`src/rtl/phys_reg_free_list_pkg.sv`:
```
`default_nettype none
// ============================================================================
//  Module      : phys_reg_free_list_pkg
//  Description : Shared rename-stage constants and types (physical register
//                count, architectural register count, tag width, free-list
//                depth and pointer types).
//  Revision    : 1.0 - initial release
// ============================================================================
package phys_reg_free_list_pkg;

   localparam int NUM_PHYS = 64;
   localparam int NUM_ARCH = 32;
   localparam int PREG_W   = $clog2(NUM_PHYS);
   localparam int DEPTH    = NUM_PHYS - NUM_ARCH;
   localparam int IDX_W    = $clog2(DEPTH);
   // One extra MSB acts as the wrap bit so full and empty are distinguishable
   localparam int PTR_W    = IDX_W + 1;

   typedef logic [PREG_W-1:0] preg_t;
   typedef logic [PTR_W-1:0]  ptr_t;
   typedef logic [IDX_W-1:0]  idx_t;

   // Conditional single-step pointer advance, wrapping modulo 2*DEPTH
   function automatic ptr_t ptr_incr(input ptr_t p, input logic en);
      return p + ptr_t'(en);
   endfunction

endpackage
`default_nettype wire

```
`src/rtl/phys_tag_ring.sv`:
```
`default_nettype none
// ============================================================================
//  Module      : phys_tag_ring
//  Description : Generic ring-buffer storage: one synchronous write port and
//                one asynchronous read port. Entry i resets to INIT_BASE+i.
//  Revision    : 1.0 - initial release
// ============================================================================
module phys_tag_ring #(
   parameter int WIDTH     = 6,
   parameter int DEPTH     = 32,
   parameter int INIT_BASE = 32,
   parameter int AW        = $clog2(DEPTH)
) (
   input  logic             clk,
   input  logic             reset,
   input  logic             wr_en,
   input  logic [AW-1:0]    wr_idx,
   input  logic [WIDTH-1:0] wr_data,
   input  logic [AW-1:0]    rd_idx,
   output logic [WIDTH-1:0] rd_data
);

   logic [WIDTH-1:0] mem_q [DEPTH];
   logic [WIDTH-1:0] mem_d [DEPTH];

   // Next-state of the storage: only the addressed slot changes on a write
   always_comb begin
      mem_d = mem_q;
      if (wr_en) begin
         mem_d[wr_idx] = wr_data;
      end
   end

   // Storage register; reset loads the initial ascending tag sequence
   always_ff @(posedge clk or negedge reset) begin
      if (!reset) begin
         for (int i = 0; i < DEPTH; i++) begin
            mem_q[i] <= WIDTH'(INIT_BASE + i);
         end
      end else begin
         mem_q <= mem_d;
      end
   end

   assign rd_data = mem_q[rd_idx];

endmodule
`default_nettype wire

```
`src/rtl/phys_reg_free_list.sv`:
```
`default_nettype none
// ============================================================================
//  Module      : phys_reg_free_list
//  Description : Circular free list of physical register tags with head,
//                retire and tail pointers. Flush rewinds head to the retire
//                point so all uncommitted allocations are reclaimed at once.
//  Revision    : 1.0 - initial release
// ============================================================================
module phys_reg_free_list
   import phys_reg_free_list_pkg::*;
(
   input  logic              clk,
   input  logic              reset,
   input  logic              alloc_req,
   output logic              alloc_valid,
   output logic [PREG_W-1:0] alloc_phys_reg,
   input  logic              commit_alloc,
   input  logic              free_valid,
   input  logic [PREG_W-1:0] free_phys_reg,
   input  logic              flush,
   output logic [PREG_W-1:0] free_count,
   output logic              protocol_err
);

   ptr_t head_q, head_d;
   ptr_t retire_q, retire_d;
   ptr_t tail_q, tail_d;
   logic err_q, err_d;

   ptr_t w_avail;
   ptr_t w_occupied;
   logic w_alloc_fire;
   logic w_commit_ok;
   logic w_commit_err;
   logic w_store_full;
   logic w_free_ok;
   logic w_free_err;

   // Occupancy and per-operation legality, all from registered pointers
   always_comb begin
      w_avail      = tail_q - head_q;
      w_occupied   = tail_q - retire_q;
      w_alloc_fire = alloc_req && (w_avail != '0) && !flush;
      w_commit_ok  = commit_alloc && (retire_q != head_q);
      w_commit_err = commit_alloc && (retire_q == head_q);
      // Entries between retire and tail are either allocatable or still
      // speculatively held, so neither may be overwritten by a free
      w_store_full = (w_occupied == ptr_t'(DEPTH));
      w_free_ok    = free_valid && !w_store_full;
      w_free_err   = free_valid && w_store_full;
   end

   // Pointer next-state; flush rewinds head to the post-commit retire point
   always_comb begin
      retire_d = ptr_incr(retire_q, w_commit_ok);
      tail_d   = ptr_incr(tail_q, w_free_ok);
      head_d   = flush ? retire_d : ptr_incr(head_q, w_alloc_fire);
      err_d    = err_q || w_commit_err || w_free_err;
   end

   // Pointer and sticky error registers
   always_ff @(posedge clk or negedge reset) begin
      if (!reset) begin
         head_q   <= '0;
         retire_q <= '0;
         tail_q   <= ptr_t'(DEPTH);
         err_q    <= 1'b0;
      end else begin
         head_q   <= head_d;
         retire_q <= retire_d;
         tail_q   <= tail_d;
         err_q    <= err_d;
      end
   end

   phys_tag_ring #(
      .WIDTH     (PREG_W),
      .DEPTH     (DEPTH),
      .INIT_BASE (NUM_ARCH)
   ) u_ring (
      .clk     (clk),
      .reset   (reset),
      .wr_en   (w_free_ok),
      .wr_idx  (tail_q[IDX_W-1:0]),
      .wr_data (free_phys_reg),
      .rd_idx  (head_q[IDX_W-1:0]),
      .rd_data (alloc_phys_reg)
   );

   assign alloc_valid  = (w_avail != '0);
   assign free_count   = PREG_W'(w_avail);
   assign protocol_err = err_q;

endmodule
`default_nettype wire

```
`config.mk`:
```
export PLATFORM = sky130hd
export DESIGN_NAME = phys_reg_free_list
export DESIGN_NICKNAME = d
export VERILOG_FILES = /design/src/rtl/phys_reg_free_list_pkg.sv /design/src/rtl/phys_tag_ring.sv /design/src/rtl/phys_reg_free_list.sv
export SDC_FILE = /design/constraint.sdc
export NUM_CORES = 1
export LEC_CHECK = 0
export CAP_MARGIN = 15
export CORE_MARGIN = 1
export CORE_UTILIZATION = 54
export CTS_CLUSTER_DIAMETER = 60
export CTS_CLUSTER_SIZE = 25
export DETAILED_ROUTE_END_ITERATION = 12
export GPL_TIMING_DRIVEN = 1
export MAX_ROUTING_LAYER = met4
export PLACE_DENSITY = 0.82
export SETUP_SLACK_MARGIN = 0.5
export SYNTH_ARGS = -nofsm -noshare
export SYNTH_HDL_FRONTEND = slang
export SYNTH_HIERARCHICAL = 1
export SYNTH_SLANG_ARGS = --single-unit
```
`constraint.sdc`:
```
create_clock -name clk -period 2.55 [get_ports clk]
set_input_delay 0.255 -clock clk [delete_from_list [all_inputs] [get_ports clk]]
set_output_delay 0.255 -clock clk [all_outputs]
set_load 0.05 [all_outputs]
```
==> results by group, run 1 <==
Floorplan
  – Chip width: 140 um
  – Initial Util: 54.9%
  – # rows: 50
  – I/O pin count: 26
  – Die H: 140 um
  – Total die area: 19500 um^2
  – Core ar.: 18600 um^2

Synth
  – Yosys top cell area share: 29.0%
  – Mapped Avg Cell Area: 15.4 um^2
  – Top FF cell, synth: dfstp_2
  – Synth Instances: 666
  – YS warnings: 6
  – Synthesized flop and latch total: 211
  – Asr flop ratio synth: 100%
  – EDFF count, synth: 0
  – Largest cells by area after synthesis: dfstp_2 (29%), dfrtp_1 (24%), mux2_1 (21%), mux4_2 (13%), ha_1 (2.0%)
  – Net Count, Synth: 695
  – Register area share after synthesis: 52.9%
  – Unique cell type count in the Yosys netlist: 40
  – Synth Cell Area: 10200 um^2
  – Dominant cell type by area after synthesis: dfstp_2

Placed design
  – IO buf count: 25
  – Placed cell count: 958
  – Detailed Place HPWL: 16.2 mm
  – DP Area: 11600 um^2
  – GPL Wtd Cong: 0.820

Global routing
  – Global route hottest layer: met2
  – Global-route wire length before repair: 43.6 mm
  – Grt met1 use: 37.5%
  – M3 GR Usage: 3.92%
  – Vias in the first global route: 7175
  – Overflow left after global routing: 0
  – Tot GR Track Use: 30.5%
  – Antenna violations before repair: 0
  – Largest net degree at the start of global routing: 80
  – Met2 Usage GRT: 51.1%

Power
  – Cell Pwr Density: 1560 nW/um^2
  – LEAKAGE: 5.97 nW
  – Worst VDD drop: 0.776 mV

Timing
  – Final setup fails: 215
  – Min Tclk post-route: 3.11 ns
  – Setup Skew: 0.0184 ns
  – Fmax: 321 MHz
  – Setup TNS: -70.51 ns
  – Final worst slack: -0.560 ns
  – Fin. max-slew vios: 0
  – Unrepaired setup endpoints after global routing: yes
  – Relative slew slack: 53.9%
  – Worst slew pin tran: 0.691 ns
  – Final period utilization: 122%
  – Final hold violation count: 0

Worst setup path
  – Reg2Reg Depth: 10
  – WS Path Type: register to primary output
  – WP data arrival: 2.86 ns
  – CP Launch Type: register
  – Critical R2R Capture: u_ring/mem_q[115]$_DFFE_PN0P_
  – Critical path peak fanout: 6
  – Required time worst endpoint: 2.30 ns
  – Critical Path Sink Type: primary output
  – Reg-to-reg setup timing slack: -0.47 ns
  – Worst reg2reg startpoint: retire_q[2]$_DFF_PN0_

Drt
  – Post-DRT Antenna Nets: 0
  – Via count: 6619
  – DRT iter0 DRCs: 508
  – Total Routed Length: 30.7 mm
  – Routed WL per cell: 30.2 um
  – Pre-antenna DRT Iters: 4
  – Via density: 6.52
  – DRC: 0

Clocking
  – Clock latency on the worst-skew pair: 0.49 ns
  – Number of buffers created by CTS: 16
  – CTS H-Tree Depth: 1
  – Clock Path Buffers: 3
  – CTS tree: built
  – Clk sinks: 211
  – Clock Pin Slew Worst Setup and Hold Paths: 0.08 ns
  – Clock root buffer: clkbuf_16

Status
  – Run status: finished with violations
  – Violated checks: setup timing

Layout
  – Post-route cell area: 13900 um^2
  – Layout cell share with drive strength beyond 1: 78.5%
  – Fin nets: 800
  – Final Instance Count excl. Fillers: 1015
  – Area growth syn-to-layout: 35.5%
  – Diodes inserted: 0

Flow run
  – # Max-Cap Violations: 0

Min path
  – Hold Path Class: input pin to asynchronous set/reset pin
==> cell usage in the layout, fill, tap and decap left out, drive strengths merged, types with 2 or more instances in the layout <==
cell type / count
ha: 16
clkdlybuf4s50: 11
nand2: 25
nor3: 3
inv: 21
and3b: 2
and3: 2
dfrtp: 98
or2: 2
o31a: 2
o41a: 2
nand3b: 5
clkinv: 2
dfstp: 113
a21oi: 4
clkbuf: 21
nor2: 20
xor2: 7
xnor2: 17
a311oi: 2
clkinvlp: 2
nor3b: 4
nand3: 11
buf: 105
nor2b: 3
o21ai: 7
nand2b: 2
mux4: 60
mux2: 200
==> registers in the layout, summed over array words and instances, names as in the netlist <==
register,cells
head_q,6
protocol_err,1
retire_q,6
tail_q,6
u_ring/mem_q,192
==> per-stage QoR <==
step	setup slack (ns)	hold slack, ns	power, mW	utilization, %
2_1_floorplan	-0.151	-0.0406	11.9	-
3_3_place_gp	-0.398	0.320	14.7	62.0
3_5_place_dp	-0.569	0.333	15.2	62.0
4_1_cts	-0.548	0.392	20.3	71.8
5_1_grt	-0.587	0.415	22.3	74.4
6_report	-0.560	0.369	21.7	74.4
==> cell type report <==
class | count | area [um^2]
clock buffers | 19 | 443
clock inverters | 9 | 116
fillers | 1029 | 4760
inverters | 17 | 67.6
multi-input cells | 406 | 6190
flip-flops and latches | 211 | 5430
well taps | 234 | 293
repair buffers | 119 | 1340
==> critical path: stages, from the launching register on <==
cell and delay [ns]:
dfrtp_4 0.47, buf_12 0.15, buf_12 0.14, mux4_2 0.56, mux4_2 0.58, mux2_4 0.30, buf_6 0.15
==> metal layers <==
layer	wire, um	vias up
met5	0	-
met4	1680	0
met3	1370	123
met2	15900	275
met1	11700	3555
li1	-	2666
==> synth_stat cells (5+ instances only) <==
library cell  count
mux2_1          192
dfstp_2         113
inv_1            17
xor2_1            6
nand3b_1          5
mux4_2           60
clkbuf_1         25
nand3_1          11
nand2_1          25
ha_1             16
o21ai_0           7
xnor2_1          17
dfrtp_1          98
mux2_2            8
nor2_1           20
==> kinds of logic (layout without fill, tap and decap cells) <==
| logic type | Yosys count | after routing | synth area share, % |
|---|---|---|---|
| multiplexers | 260 | 260 | 35.2 |
| flip-flops | 211 | 211 | 52.9 |
| AND/OR/NAND/NOR | 83 | 83 | 3.98 |
| buffers and inverters | 49 | 164 | 2.04 |
| XOR/XNOR | 24 | 24 | 2.13 |
| AO/OA/AOI/OAI | 22 | 22 | 1.59 |
| adder cells (fa/ha/maj) | 17 | 17 | 2.15 |
==> how the worst max path moves through the flow <==
stage	from	cells after the start	slack, ns	end
floorplan	head_q[1]$_DFF_PN0_	12	-0.15	head_q[4]$_DFF_PN0_
global placement	tail_q[1]$_DFF_PN0_	9	-0.40	u_ring/mem_q[92]$_DFFE_PN0P_
detailed placement	tail_q[1]$_DFF_PN0_	9	-0.57	u_ring/mem_q[91]$_DFFE_PN0P_
CTS	head_q[1]$_DFF_PN0_	6	-0.55	alloc_phys_reg[5]
global route	head_q[1]$_DFF_PN0_	6	-0.59	alloc_phys_reg[0]
finish	head_q[1]$_DFF_PN0_	6	-0.56	alloc_phys_reg[0]
==> power by group <==
group	leakage, nW	switching (mW)	internal [mW]
Sequential	2.41	1.00	5.30
Combinational	3.29	5.97	6.66
Clock	0.272	1.33	1.41
==> what timing repair did <==
item | in CTS | in global routing
pin swaps | 38 | 33
cloned | 2 | 1
setup endpoints to repair | 217 | 221
endpoints found under the hold margin | 48 | 0
hold buffers | 1 | 0
gates resized for setup | 267 | 68
buffers inserted | 9 | 16
(Power assumes the default switching activity.)
==> run 2, diff against run 1 <==
- CAP_MARGIN: 15 -> unset
- PLACE_DENSITY: 0.82 -> 0.74
- RECOVER_POWER: unset -> 50
==> run 2 against run 1 <==
Against the previous run:
- the run ends with capacitance limit, slew limit, setup timing left
- core utilization up 0.080 points
- power shrank 2.1%
- clock-buffer cell count rose by 1
- highest routed layer unchanged
==> results by group, run 2 (synthesis gave the netlist of run 1 again) <==
Status
  – Run status: finished with violations
  – Violated checks: capacitance limit, slew limit, setup timing

Global routing
  – Overflow left after global routing: 0
  – Global-route wire length before repair: 41.8 mm
  – Largest net degree at the start of global routing: 80
  – Antenna violations before repair: 0
  – Tot GR Track Use: 29.2%
  – Vias in the first global route: 6993

Drt
  – DRT iter0 DRCs: 401
  – Pre-antenna DRT Iters: 4
  – Via density: 6.19
  – Routed WL per cell: 26.5 um
  – Total Routed Length: 27.2 mm
  – Via count: 6340
  – DRC: 0
  – Post-DRT Antenna Nets: 0

Worst setup path
  – CP Launch Type: register
  – Required time worst endpoint: 2.30 ns
  – Critical R2R Capture: u_ring/mem_q[61]$_DFFE_PN0P_
  – WS Path Type: register to primary output
  – Critical Path Source: head_q[1]$_DFF_PN0_
  – Crit path to: alloc_phys_reg[5]
  – Critical path peak fanout: 7
  – WP data arrival: 2.78 ns
  – Reg2Reg Depth: 13
  – Critical Path Sink Type: primary output
  – Reg-to-reg setup timing slack: -0.31 ns
  – Worst reg2reg startpoint: tail_q[1]$_DFF_PN0_

Placed design
  – Placed cell count: 956
  – Detailed Place HPWL: 15.7 mm
  – IO buf count: 25
  – GPL Wtd Cong: 0.790

Layout
  – Biggest register: u_ring/mem_q
  – Post-layout util: 74.5%
  – Fin nets: 809
  – Most common cell after layout, fill and taps aside: mux2_4
  – Layout cell share with drive strength beyond 1: 78.0%
  – Most frequent cells in the layout: mux2_4 (195), dfstp_2 (113), dfrtp_1 (91)
  – Max reg flops: 192
  – Final Instance Count excl. Fillers: 1024
  – Area growth syn-to-layout: 35.6%
  – Diodes inserted: 0

Power
  – Seq pwr share: 29.2%
  – Clock power share: 11.8%
  – Worst VDD drop: 1.04 mV
  – Switching share of power: 36.6%
  – Comb pwr share: 59.1%
  – Cell Pwr Density: 1530 nW/um^2
  – Net switching power: 7.77 mW
  – LEAKAGE: 6.05 nW
  – Internal power: 13.5 mW

Flow run
  – # Max-Cap Violations: 1

Timing
  – Fin. max-slew vios: 79
  – Fmax: 329 MHz
  – Unrepaired setup endpoints after global routing: yes
  – Min Tclk post-route: 3.04 ns
  – Final setup fails: 213
  – Final worst slack: -0.490 ns
  – Setup Skew: 0.0114 ns
  – Final period utilization: 119%
  – Final hold violation count: 0
  – Worst slew pin tran: 2.07 ns
  – Relative slew slack: -37.9%

Floorplan
  – Chip width: 140 um
  – I/O pin count: 26
  – Initial Util: 54.9%
  – Core ar.: 18600 um^2
  – # rows: 50
  – Total die area: 19500 um^2
  – Die H: 140 um

Clocking
  – Clk sinks: 211
  – Clock root buffer: clkbuf_16
  – CTS tree: built
  – CTS H-Tree Depth: 1
  – Clock latency on the worst-skew pair: 0.48 ns
  – Clock Path Buffers: 3
  – Number of buffers created by CTS: 16
  – Clock Pin Slew Worst Setup and Hold Paths: 0.08 ns

Min path
  – Hold Path Class: input pin to register
==> run 2: cell types whose count changed in the layout (fill, tap and decap cells not counted), sizes merged <==
cell / change
clkinv: +1
bufinv: -1
buf: +10
clkinvlp: +2
inv: -3
==> run 2: what timing repair did <==
item                                    4_1_cts  5_1_grt
cloned                                        4        0
resized for setup                           262       71
buffers inserted                             22       13
hold buffers                                  1        0
pin swaps                                    38       41
hold endpoints to repair                     33        0
endpoints found under the setup margin      218      219
==> run 2: power by group through the flow <==
stage | logic [mW] | clock network (mW) | registers (mW)
final | 12.5 | 2.50 | 6.19
after global placement | 8.86 | 0 | 5.95
after detailed placement | 9.08 | 0 | 6.08
after floorplan | 5.95 | 0 | 5.94
after global routing | 13.1 | 2.67 | 6.33
after CTS | 11.5 | 2.55 | 6.09
==> run 2: critical path: stages, from the launching register on <==
cell and delay [ns]:
dfrtp_4 0.49, buf_12 0.15, buf_16 0.14, mux4_2 0.56, mux4_2 0.52, mux2_4 0.30
buf_8 0.15
==> run 2: cell type report <==
class	count	area, um^2
Timing Repair Buffer	128	1460
Tap cell	234	293
Multi-Input combinational cell	406	6130
Fill cell	1032	4750
Clock inverter	8	65.1
Sequential cell	211	5430
Inverter	17	67.6
Clock buffer	20	447
==> run 2: metrics by stage <==
stage,hold WS (ns),power (mW),setup WS [ns],setup TNS [ns],area (um^2)
6_report,0.459,21.2,-0.490,-49.90,13900
3_3_place_gp,0.317,14.8,-0.454,-22.10,11500
2_1_floorplan,-0.0406,11.9,-0.151,-2.45,10600
5_1_grt,0.465,22.1,-0.528,-64.18,13900
3_5_place_dp,0.338,15.2,-0.588,-40.49,11500
4_1_cts,0.393,20.2,-0.494,-31.42,13500
==> run 2: worst min path at each step <==
stage / start / to / depth (start not counted)
4_1_cts: reset / u_ring/mem_q[166]$_DFFE_PN0P_ / 2
6_report: free_valid / protocol_err$_DFF_PN0_ / 3
5_1_grt: free_valid / protocol_err$_DFF_PN0_ / 3
2_1_floorplan: reset / head_q[0]$_DFF_PN0_ / 0
3_3_place_gp: reset / u_ring/mem_q[176]$_DFFE_PN0P_ / 1
3_5_place_dp: reset / u_ring/mem_q[176]$_DFFE_PN0P_ / 1
==> run 2: per-layer routing <==
layer  global-route usage, %  routed length [um]
met1                    38.2               11500
met2                    47.1               13600
met3                    4.06                1090
met4                    9.95                1010
met5                       -                   0
